### src/rtl/inst_fetch.sv
// Instruction-fetch stage: fetch PC, 1-cycle synchronous imem reads, 2-entry response queue, decode redirects.
// Optional build macro INST_FETCH_BUBBLE_CNT_EN adds a saturating bubble_cnt output.
module inst_fetch #(
  parameter int          INST_MEM_WIDTH = 2,
  parameter int unsigned RESET_PC       = 0
) (
  input  logic                      clk,
  input  logic                      reset_n,
  output logic [INST_MEM_WIDTH-1:0] imem_addr,
  output logic                      imem_en,
  input  logic [31:0]               imem_data,
  input  logic                      stall,
  input  logic                      redirect,
  input  logic [INST_MEM_WIDTH-1:0] redirect_pc,
  output logic                      valid,
  output logic [31:0]               inst,
  output logic [INST_MEM_WIDTH-1:0] pc,
  output logic [INST_MEM_WIDTH-1:0] pc1
`ifdef INST_FETCH_BUBBLE_CNT_EN
  ,
  output logic [31:0]               bubble_cnt
`endif
);

  localparam int W = INST_MEM_WIDTH;
  localparam logic [W-1:0] RESET_ADDR = RESET_PC[W-1:0];

  function automatic logic [W-1:0] pc_inc(input logic [W-1:0] p);
    return p + W'(1);
  endfunction

  logic [W-1:0]  fetch_pc;
  logic          inflight;
  logic [W-1:0]  inflight_pc;
  logic [1:0]    count;
  logic [31:0]   q0_inst, q1_inst;
  logic [W-1:0]  q0_pc, q1_pc;

  logic          pop;
  logic          push;
  logic [2:0]    occ;
  logic [1:0]    wr_slot;

  // Issue side: the occupancy after this edge must leave room for the response of a new read
  always_comb begin
    valid     = (count != 2'd0);
    pop       = valid & ~stall & ~redirect;
    push      = inflight & ~redirect;
    occ       = {1'b0, count} + {2'b0, inflight} - {2'b0, pop};
    imem_en   = reset_n & (redirect | (occ < 3'd2));
    imem_addr = redirect ? redirect_pc : fetch_pc;
    wr_slot   = count - {1'b0, pop};
  end

  always_ff @(posedge clk or negedge reset_n) begin
    if (!reset_n) begin
      fetch_pc <= RESET_ADDR;
      inflight <= 1'b0;
      count    <= 2'd0;
    end else begin
      inflight <= imem_en;
      if (imem_en)
        fetch_pc <= pc_inc(imem_addr);
      if (redirect)
        count <= 2'd0;
      else
        count <= count + {1'b0, push} - {1'b0, pop};
    end
  end

  // Response side: queue payload is qualified by count, so it carries no reset
  always_ff @(posedge clk) begin
    if (imem_en)
      inflight_pc <= imem_addr;
    if (pop) begin
      q0_inst <= q1_inst;
      q0_pc   <= q1_pc;
    end
    if (push) begin
      if (wr_slot == 2'd0) begin
        q0_inst <= imem_data;
        q0_pc   <= inflight_pc;
      end else begin
        q1_inst <= imem_data;
        q1_pc   <= inflight_pc;
      end
    end
  end

  always_comb begin
    inst = valid ? q0_inst : 32'h0;
    pc   = valid ? q0_pc : '0;
    pc1  = valid ? pc_inc(q0_pc) : '0;
  end

`ifdef INST_FETCH_BUBBLE_CNT_EN
  function automatic logic [31:0] sat_inc(input logic [31:0] v);
    return (v == 32'hFFFF_FFFF) ? v : v + 32'd1;
  endfunction

  always_ff @(posedge clk or negedge reset_n) begin
    if (!reset_n)
      bubble_cnt <= 32'd0;
    else if (!valid)
      bubble_cnt <= sat_inc(bubble_cnt);
  end
`endif

endmodule

### config.mk
export PLATFORM = sky130hd
export DESIGN_NAME = inst_fetch
export DESIGN_NICKNAME = d
export VERILOG_FILES = /design/src/rtl/inst_fetch.sv
export SDC_FILE = /design/constraint.sdc
export NUM_CORES = 1
export LEC_CHECK = 0
export ABC_CLOCK_PERIOD_IN_PS = 12900
export BUFFER_PORTS_ARGS = -buffer_cell sky130_fd_sc_hd__buf_2
export CAP_MARGIN = 20
export CORE_MARGIN = 4
export CORE_UTILIZATION = 30
export DETAILED_ROUTE_END_ITERATION = 6
export PLACE_DENSITY_LB_ADDON = 0.08
export SYNTH_ARGS = -nofsm -noshare
export SYNTH_HDL_FRONTEND = slang
export SYNTH_SLANG_ARGS = --single-unit
### constraint.sdc
create_clock -name clk -period 12.9 [get_ports clk]
set_clock_uncertainty 0.1 [all_clocks]
set_input_delay 3.87 -clock clk [delete_from_list [all_inputs] [get_ports clk]]
set_output_delay 3.87 -clock clk [all_outputs]
set_load 0.02 [all_outputs]
==> metrics, run 1 <==
HP Class reg2reg; Synth Area in XOR/XNOR 0.01095; Synth area leaders edfxtp_1 (34%), dfxtp_1 (21%), and2_1 (6.8%); worst path bufs/invs 2; H-Tree Depth 3; synthesized-area fraction occupied by adder cells 0.01017; final slew viol count 0; asr flop ratio synth 0.06667; Remaining DRCs 0; row cnt 37; final setup TNS 0 ps; vias in the first global route 2752; DR pass1 iterations 4; synth warn 0; fin crit period slightly above 10000 ps; Slowest-stage cell, CP o21ai_0; Clk Latency, worst-skew pair 340 ps; area leader, netlist edfxtp_1; Sink Count 75; gr usage total 0.1497; Synth Area in Compound Gates 0.1291; CTS tree yes; CP peak stage delay 570 ps; initial antenna violation count 0; die width around 110 microns; DRT iter0 DRCs about 140; fraction of layout cells with a size suffix above 1 0.2800; Core Area 10370 sq um; Area Overhead vs Synth 22.65%; post-cts resize count 0; reported max-cap violation count 0; fin crit share 0.8013; pwr/cell area 247.0 nW/um^2; Root Buffer Master clkbuf_8; Port-buffer cells 77; Post-Syn Instances 309; antenna cells 0; unrepaired setup endpoints after global routing false; Routed WL slightly below 9 mm; final hold viol count 0; Post CTS Setup Buffer Count 0; number of cells in the design after placement 494; largest family of logic cells by synthesized area simple AND/OR/NAND/NOR gates; Syn Area/Cell 10.35 sq um; Max Freq 0.09674 GHz; Top Ports between 70 and 80; register area 1887 sq um; vias roughly 2600; routability cong. ~0.68; FILL cells 1096; Crit path max-delay family compound AO/OA/AOI/OAI gates; HPWL after detailed placement around 5.0 mm; Switching Share 0.4008; total CTS buffers 9; crit-path cells buf_2, or2_4, nor3_1, o21ai_0, fa_1, xor2_1, o21ai_0, buf_2; Nets 410; # hold bufs at CTS 0; drt via density 5.096; P_int around 0.58 mW; Crit Path Class in2out; share of total power in sequential cells 0.377; EDFF count, synth 36; commonest cells in the netlist edfxtp_1 (36), o21ai_0 (36), and2_1 (35), nor3_1 (35); maximum VDD drop ~0.13 mV; Cell variety after synth 29; Post-Layout Cell Count just over 500; clock slew at the register clock pins of the worst setup and hold paths roughly 80 ps; max_slew headroom 0.3500; actual slew at the worst max-slew pin between 900 and 1000 ps; Main synth FF type edfxtp_1; die area around 12000 sq um; Mapped Nets about 350; post-synthesis sequential area ratio 0.5900; NetSw 0.3882 mW; footprint of the multi-input gates ~1200 sq um; placed inst area 3664 sq um; global-route wire length before repair 14.91 mm; Worst Path Arrival 6370 ps; design area between 3000 and 4000 sq um; Initial Util 0.3084; Setup crit start kind primary input; area share of the largest cell type after synthesis 0.3380; grt ovf 0; wire length per cell 17.44 microns; post-synthesis register bit count 75; Post-Syn Area approximately 3200 sq um; Critical Path RT 8930 ps; Logic pwr share 0.411; Routed Antenna Nets 0; endpoint class of the critical path output pin; largest net degree at the start of global routing 47; leakage between 1.5 and 2 nW; Chip Height ~110 microns; critical path peak fanout 38; # setup viols final 0; Post-Synth Simple-Gate Area 0.1976; status finished clean; clock share of power 0.212; Clock Path Buffers 2; mux cell area share after synthesis 0.01682
==> metal layers <==
metal  GRT usage  vias to the layer above  routed length, microns  share of wire
met1      0.1917                     1287                    4119           0.46
met3     0.04258                        5                     399          0.045
met2      0.2525                       65                    4347           0.49
met4     0.03163                        0                      46         0.0052
li1            -                     1247                       -              -
met5           0                        -                       0              0
==> layout by cell type (no fill, tap or decap), drive strengths merged, types with 2 or more instances in the layout <==
cell type	count
nor2	4
o21ai	36
xor2	2
mux2	3
xnor2	2
nor3	35
edfxtp	36
clkbuf	12
dfrtp	5
mux2i	2
inv	2
nand3	34
or2	2
a31oi	34
nor2b	2
clkinvlp	2
nand2	3
dfxtp	34
buf	81
and2	35
==> worst register-to-register path: cells and delay by family, from the launching register on <==
kind,cells,cell delay [ps]
AO/OA/AOI/OAI,1,150
buffers and inverters,1,570
multiplexers,1,220
flip-flops,1,490
AND/OR/NAND/NOR,3,1360
XOR/XNOR,1,70
adder cells (fa/ha/maj),1,210
==> registers in the layout, indices dropped and copies added (netlist names) <==
name / cells
q1_inst: 32
q1_pc: 2
inflight_pc: 2
count: 2
inflight: 1
q0_pc: 2
q0_inst: 32
fetch_pc: 2
==> cell type report <==
cell class | count | area share
flip-flops and latches | 75 | 0.4810
repair buffers | 81 | 0.1110
clock inverters | 4 | 0.01372
well taps | 136 | 0.04338
inverters | 2 | 0.001914
clock buffers | 12 | 0.04529
multi-input cells | 201 | 0.3037
==> cell families (layout without fill, tap and decap cells) <==
| kind of cell | after synthesis | count (layout) |
|---|---|---|
| flops | 75 | 75 |
| xor+xnor | 4 | 4 |
| compound gates | 73 | 73 |
| fa+ha+maj | 2 | 2 |
| buf+inv | 33 | 99 |
| mux | 5 | 5 |
| simple gates | 117 | 117 |
==> through the flow <==
step           hold slack, ps  power, mW  setup slack, ps  utilization
2_1_floorplan           328.0     0.6403             2848            -
3_3_place_gp            345.8     0.7685             2573       0.3533
3_5_place_dp            356.9     0.7694             2556       0.3533
4_1_cts                 378.6     0.9781             2468       0.3756
5_1_grt                 391.6      1.040             2240       0.3783
6_report                374.2     0.9687             2563       0.3783
==> worst paths after layout <==
path / from / endpoint / slack (ps) / depth (start not counted)
max: redirect / imem_en / 2560 / 8
min: inflight_pc[0] / q1_pc[0] / 370 / 0
max reg2reg: count[1] / count[1] / 9680 / 8
min reg2reg: inflight_pc[0] / q1_pc[0] / 370 / 0
max in group asynchronous: reset_n / count[1] / 9320 / 1
min in group asynchronous: reset_n / count[0] / 3240 / 1
==> power by group through the flow <==
stage               combinational [mW]  clock, mW  sequential, mW
finish                           0.398      0.206           0.365
global route                     0.443      0.222           0.374
CTS                              0.401      0.211           0.366
detailed placement               0.399          0           0.371
global placement                 0.397          0           0.371
floorplan                        0.284          0           0.356
(Power assumes the default switching activity.)
==> run 2: changes to the inputs <==
--- a/config.mk
+++ b/config.mk
@@ -5,7 +5,7 @@
 export SDC_FILE = /design/constraint.sdc
 export NUM_CORES = 1
 export LEC_CHECK = 0
-export ABC_CLOCK_PERIOD_IN_PS = 12900
+export ABC_CLOCK_PERIOD_IN_PS = 9940
 export BUFFER_PORTS_ARGS = -buffer_cell sky130_fd_sc_hd__buf_2
 export CAP_MARGIN = 20
 export CORE_MARGIN = 4
==> constraint.sdc (replaced) <==
create_clock -name clk -period 9.94 [get_ports clk]
set_clock_uncertainty 0.1 [all_clocks]
set_input_delay 2.982 -clock clk [delete_from_list [all_inputs] [get_ports clk]]
set_output_delay 2.982 -clock clk [all_outputs]
set_load 0.02 [all_outputs]
==> run 2 against run 1 <==
- power increased by 32%
- non-clock buffer count unchanged
- cell area increased by 0.54%
- clock-buffer cell count unchanged
- via count decreased by 1.3%
- highest routed layer unchanged
- combinational power increased by 28%
- register-to-register slack got worse by 2900 ps
==> metrics, run 2 (synthesis results as in run 1) <==
antenna cells 0 (unchanged); Post CTS Setup Buffer Count 0 (unchanged); Area Overhead vs Synth 23.32% (was 22.65%); Crit Path Class in2out (unchanged); Worst Path Arrival 5460 ps (was 6370 ps); HP Class reg2reg (unchanged); commonest non-fill, non-tap cells in the layout buf_2 (77), o21ai_0 (36), edfxtp_1 (36) (unchanged); final hold viol count 0 (unchanged); fin crit share 0.8598; unrepaired setup endpoints after global routing false (unchanged); Core Area 10370 sq um (unchanged); R2R Path End fetch_pc[1] (was count[1]); Clock Path Buffers 2 (unchanged); Port-buffer cells 77 (unchanged); pwr/cell area 325.4 nW/um^2 (was 247.0 nW/um^2); Remaining DRCs 0 (unchanged); global-route wire length before repair 14.24 mm (was 14.91 mm); leakage 1.526 nW (was 1.506 nW); crit-path cells buf_2, or2_4, nor3_1, o21ai_0, fa_1, xor2_1, o21ai_0, buf_2 (unchanged); grt ovf 0 (unchanged); routability cong. 0.6784 (was 0.6838); Final Util 0.3803 (was 0.3783); reported max-cap violation count 0 (unchanged); max_slew headroom 0.3589 (was 0.3500); total CTS buffers 9 (unchanged); initial antenna violation count 0 (unchanged); Root Buffer Master clkbuf_8 (unchanged); drt via density 5.031 (was 5.096); H-Tree Depth 3 (unchanged); vias in the first global route 2624 (was 2752); status finished clean (unchanged); hold endpoint q1_pc[0] (unchanged); final setup TNS 0 ps (unchanged); CTS tree yes (unchanged); Power Total 1.283 mW (was 0.9687 mW); Clk Latency, worst-skew pair 340 ps (about the same); Chip Height 111.3 microns (unchanged); DRT iter0 DRCs 97 (was 135); fin crit period roughly 8500 ps; maximum VDD drop 0.1318 mV (was 0.1348 mV); vias 2571 (was 2604); Nets 410 (unchanged); endpoint class of the critical path output pin (unchanged); Critical Path RT 6860 ps (was 8930 ps); DR pass1 iterations 5 (was 4); die area 12380 sq um (unchanged); # hold bufs at CTS 0 (unchanged); Initial Util 0.3084 (unchanged); fraction of layout cells with a size suffix above 1 0.2827 (was 0.2800); post-cts resize count 0 (unchanged); Worst Reg-to-Reg Cells 6 (was 8); reg2reg setup slack 6770 ps (was 9680 ps); clock slew at the register clock pins of the worst setup and hold paths 80 ps (about the same); Routed Antenna Nets 0 (unchanged); Sink Count 75 (unchanged); # setup viols final 0 (unchanged); WHS Path Cells 0 (unchanged); Slowest-stage cell, CP o21ai_0 (unchanged); critical path peak fanout 38 (unchanged); Routed WL 8.775 mm (was 8.913 mm); Setup crit start kind primary input (unchanged); reg2reg start count[1] (unchanged); die width 111.3 microns (unchanged); top flop regs q0_inst x32, q1_inst x32 (unchanged); hold_sp inflight_pc[0] (unchanged); largest net degree at the start of global routing 43 (was 47); row cnt 37 (unchanged); wire length per cell 17.17 microns (was 17.44 microns); HPWL after detailed placement 5.094 mm (was 5.014 mm); CP peak stage delay 590 ps (was 570 ps); gr usage total 0.1439 (was 0.1497); Max Freq approximately 0.12 GHz; Top Ports 78 (unchanged); final slew viol count 0 (unchanged); actual slew at the worst max-slew pin 959.3 ps (was 972.7 ps); commonest non-fill, non-tap cell in the layout buf_2 (unchanged); FILL cells 1088 (was 1096)
-- run 2: changes by cell type in the layout (fill, tap and decap cells not counted), sizes merged --
| cell | before | now |
|---|---|---|
| bufinv | 1 | 3 |
| clkinvlp | 2 | 0 |
-- run 2: worst max-delay path by stage --
stage | cells past startpoint | start | slack (ps) | endpoint
3_5_place_dp | 8 | redirect | 1350 | imem_en
6_report | 8 | redirect | 1390 | imem_en
4_1_cts | 8 | redirect | 1340 | imem_en
5_1_grt | 8 | redirect | 1060 | imem_en
2_1_floorplan | 8 | redirect | 1660 | imem_en
3_3_place_gp | 8 | redirect | 1400 | imem_en
-- run 2: through the flow --
stage,hold slack [ps],setup slack [ps],area (sq um),instances
detailed placement,343.8,1352,3684,495
global route,383.5,1061,3944,511
floorplan,328.0,1664,3198,309
CTS,366.0,1339,3944,511
global placement,342.8,1396,3664,494
finish,369.3,1393,3944,511
-- run 2: where the power goes --
part | switching, mW | internal (mW) | leakage [nW]
combinational | 0.332 | 0.178 | 0.718
clock | 0.111 | 0.187 | 0.133
sequential | 0.0478 | 0.427 | 0.676
-- run 2: cell type report --
class | count | area (sq um) | area share
inverters | 2 | 7.507 | 0.001904
clock inverters | 4 | 95.09 | 0.02411
multi-input cells | 201 | 1191 | 0.3020
well taps | 136 | 170.2 | 0.04315
flip-flops and latches | 75 | 1887 | 0.4784
clock buffers | 12 | 165.2 | 0.04188
repair buffers | 81 | 427.9 | 0.1085
-- run 2: layer usage --
| layer | vias up | part of all wire | global-route usage |
|---|---|---|---|
| li1 | 1253 | - | - |
| met1 | 1237 | 0.48 | 0.2029 |
| met2 | 77 | 0.46 | 0.2183 |
| met3 | 4 | 0.051 | 0.04312 |
| met4 | 0 | 0.0051 | 0.03163 |
| met5 | - | 0 | 0 |
-- run 2: critical path: cells and delay by family --
family / cells / cell delay [ps]
adder cells (fa/ha/maj): 1 / 390
buffers and inverters: 2 / 460
AND/OR/NAND/NOR: 2 / 720
XOR/XNOR: 1 / 150
AO/OA/AOI/OAI: 2 / 760
==> run 3: changes to the inputs <==
--- a/config.mk
+++ b/config.mk
@@ -8,10 +8,12 @@
 export ABC_CLOCK_PERIOD_IN_PS = 9940
 export BUFFER_PORTS_ARGS = -buffer_cell sky130_fd_sc_hd__buf_2
 export CAP_MARGIN = 20
+export CORE_ASPECT_RATIO = 0.8
 export CORE_MARGIN = 4
 export CORE_UTILIZATION = 30
 export DETAILED_ROUTE_END_ITERATION = 6
 export PLACE_DENSITY_LB_ADDON = 0.08
+export RECOVER_POWER = 50
 export SYNTH_ARGS = -nofsm -noshare
 export SYNTH_HDL_FRONTEND = slang
 export SYNTH_SLANG_ARGS = --single-unit
==> run 3 against run 2 <==
- the flow now finishes with violations (capacitance limit, slew limit)
- maximum frequency fell by 1.5%
- setup slack got worse by 130 ps
- highest routed layer unchanged
- via count rose by 0.58%
- final cell count rose by 0.78%
- hold slack got worse by 19 ps
- combinational power fell by 2%
- sequential share of layout area rose by 0.18 points
- largest cell class unchanged
- register-to-register slack got worse by 1100 ps
- first-iteration DRC count rose by 67%
- clock power rose by 11%
- critical path depth did not move
- global-route usage rose by 0.36 points
==> metrics, run 3 (synthesis results as in run 1) <==
leakage 1.460 nW (was 1.526 nW); Core Area 10320 sq um (was 10370 sq um); antenna cells 0 (unchanged); actual slew at the worst max-slew pin 1644 ps (was 959.3 ps); H-Tree Depth 3 (unchanged); fraction of layout cells with a size suffix above 1 0.1973 (was 0.2827); Worst Path Arrival 5590 ps (was 5460 ps); Crit Path Class in2out (unchanged); total CTS buffers 9 (unchanged); max_slew headroom -0.09611 (was 0.3589); endpoint class of the critical path output pin (unchanged); maximum VDD drop 0.1315 mV (was 0.1318 mV); # hold bufs at CTS 0 (unchanged); FILL cells 1065 (was 1088); Top Ports 78 (unchanged); grt ovf 0 (unchanged); failing checks capacitance limit, slew limit; fin crit period 8674 ps (was 8547 ps); Root Buffer Master clkbuf_16 (was clkbuf_8); gr usage total 0.1475 (was 0.1439); Post CTS Setup Buffer Count 0 (unchanged); HP Class reg2reg (unchanged); vias 2586 (was 2571); Remaining DRCs 0 (unchanged); routability cong. 0.6914 (was 0.6784); Power Total 1.308 mW (was 1.283 mW); Max Freq 0.1153 GHz (was 0.1170 GHz); footprint of the multi-input gates 1181 sq um (was 1191 sq um); Clock Path Buffers 2 (unchanged); Critical Path RT 6860 ps (about the same); clock slew at the register clock pins of the worst setup and hold paths 60 ps (was 80 ps); final setup TNS 0 ps (unchanged); crit path setup slack, layout 1266 ps (was 1393 ps); Placement Setup Slack 1335 ps (was 1352 ps); die area 12390 sq um (was 12380 sq um); drt via density 5.021 (was 5.031); top flop regs q0_inst x32, q1_inst x32 (unchanged); Nets 410 (unchanged); Area Overhead vs Synth 22.85% (was 23.32%); Port-buffer cells 77 (unchanged); Clk Latency, worst-skew pair 330 ps (was 340 ps); Routed Antenna Nets 0 (unchanged); DRT iter0 DRCs 162 (was 97); commonest non-fill, non-tap cell in the layout buf_2 (unchanged); Sink Count 75 (unchanged); wire length per cell 16.95 microns (was 17.17 microns); status finished, violations left (was finished clean); die width 123.4 microns (was 111.3 microns); final slew viol count 56 (was 0); # setup viols final 0 (unchanged); Initial Util 0.3098 (was 0.3084); largest net degree at the start of global routing 41 (was 43); DR pass1 iterations 6 (was 5); Chip Height 100.4 microns (was 111.3 microns); number of cells in the design after placement 498 (was 495); reported max-cap violation count 2 (was 0); post-cts resize count 0 (unchanged); Routed WL 8.728 mm (was 8.775 mm); critical path peak fanout 38 (unchanged); initial antenna violation count 0 (unchanged); register area 1887 sq um (unchanged); unrepaired setup endpoints after global routing false (unchanged); fin crit share 0.8726 (was 0.8598); pwr/cell area 333.0 nW/um^2 (was 325.4 nW/um^2); vias in the first global route 2563 (was 2624); row cnt 33 (was 37); global-route wire length before repair 14.03 mm (was 14.24 mm); CTS tree yes (unchanged); final hold viol count 0 (unchanged); Post-Layout Cell Count 515 (was 511); commonest non-fill, non-tap cells in the layout buf_2 (51), o21ai_0 (36), edfxtp_1 (36) (was buf_2 (77), o21ai_0 (36), edfxtp_1 (36)); HPWL after detailed placement 5.001 mm (was 5.094 mm); Setup crit start kind primary input (unchanged)
run 3: cell types whose count changed in the layout (fill, tap and decap cells not counted):
| cell | delta |
|---|---|
| clkbuf_1 | +30 |
| buf_2 | -26 |
| clkbuf_8 | -10 |
| clkbuf_16 | +9 |
| bufinv_16 | -2 |
| buf_12 | -1 |
| nand2b_1 | +1 |
| nand2b_2 | -1 |
| nor2b_1 | +1 |
| nor2b_4 | -1 |
| or2_0 | +1 |
| or2_1 | -1 |
run 3: through the flow:
step	utilization	hold slack [ps]	cell area (sq um)
6_report	0.3806	349.9	3929
5_1_grt	0.3806	368.6	3929
4_1_cts	0.3844	353.6	3968
3_5_place_dp	0.3554	342.9	3669
3_3_place_gp	0.3554	343.6	3669
2_1_floorplan	-	328.0	3198
run 3: critical path, cell delays in order:
cell and delay (ps):
clkbuf_1 210, or2_4 460, nor3_1 320, o21ai_0 170
fa_1 400, xor2_1 150, o21ai_0 600, buf_2 290
run 3: report_power, final:
part	leakage [nW]	total, mW	internal [mW]	switching, mW
clock network	0.147	0.330	0.208	0.122
logic	0.637	0.502	0.174	0.328
registers	0.676	0.476	0.429	0.0475
total	1.46	1.31	0.810	0.498
run 3: routing by layer:
metal	part of all wire	GRT usage	vias to the layer above
met2	0.45	0.2247	88
li1	-	-	1250
met3	0.066	0.04901	6
met5	0	0	-
met1	0.48	0.1998	1242
met4	0.0094	0.04340	0
run 3: final timing paths:
check	start	endpoint	cells past startpoint	slack, ps
max	redirect	imem_en	8	1270
min	inflight_pc[0]	q1_pc[0]	0	350
max reg2reg	inflight	q1_inst[15]	3	5700
min reg2reg	inflight_pc[0]	q1_pc[0]	0	350
max in group asynchronous	reset_n	inflight	1	7050
min in group asynchronous	reset_n	fetch_pc[0]	1	2430
run 3: layout make-up:
| class | instances | area share |
|---|---|---|
| sequential | 75 | 0.4803 |
| multi-input combinational | 201 | 0.3006 |
| tap | 140 | 0.04459 |
| clock buffer | 14 | 0.06720 |
| clock inverter | 2 | 0.008917 |
| timing repair buffer | 81 | 0.09650 |
| inverter | 2 | 0.001911 |
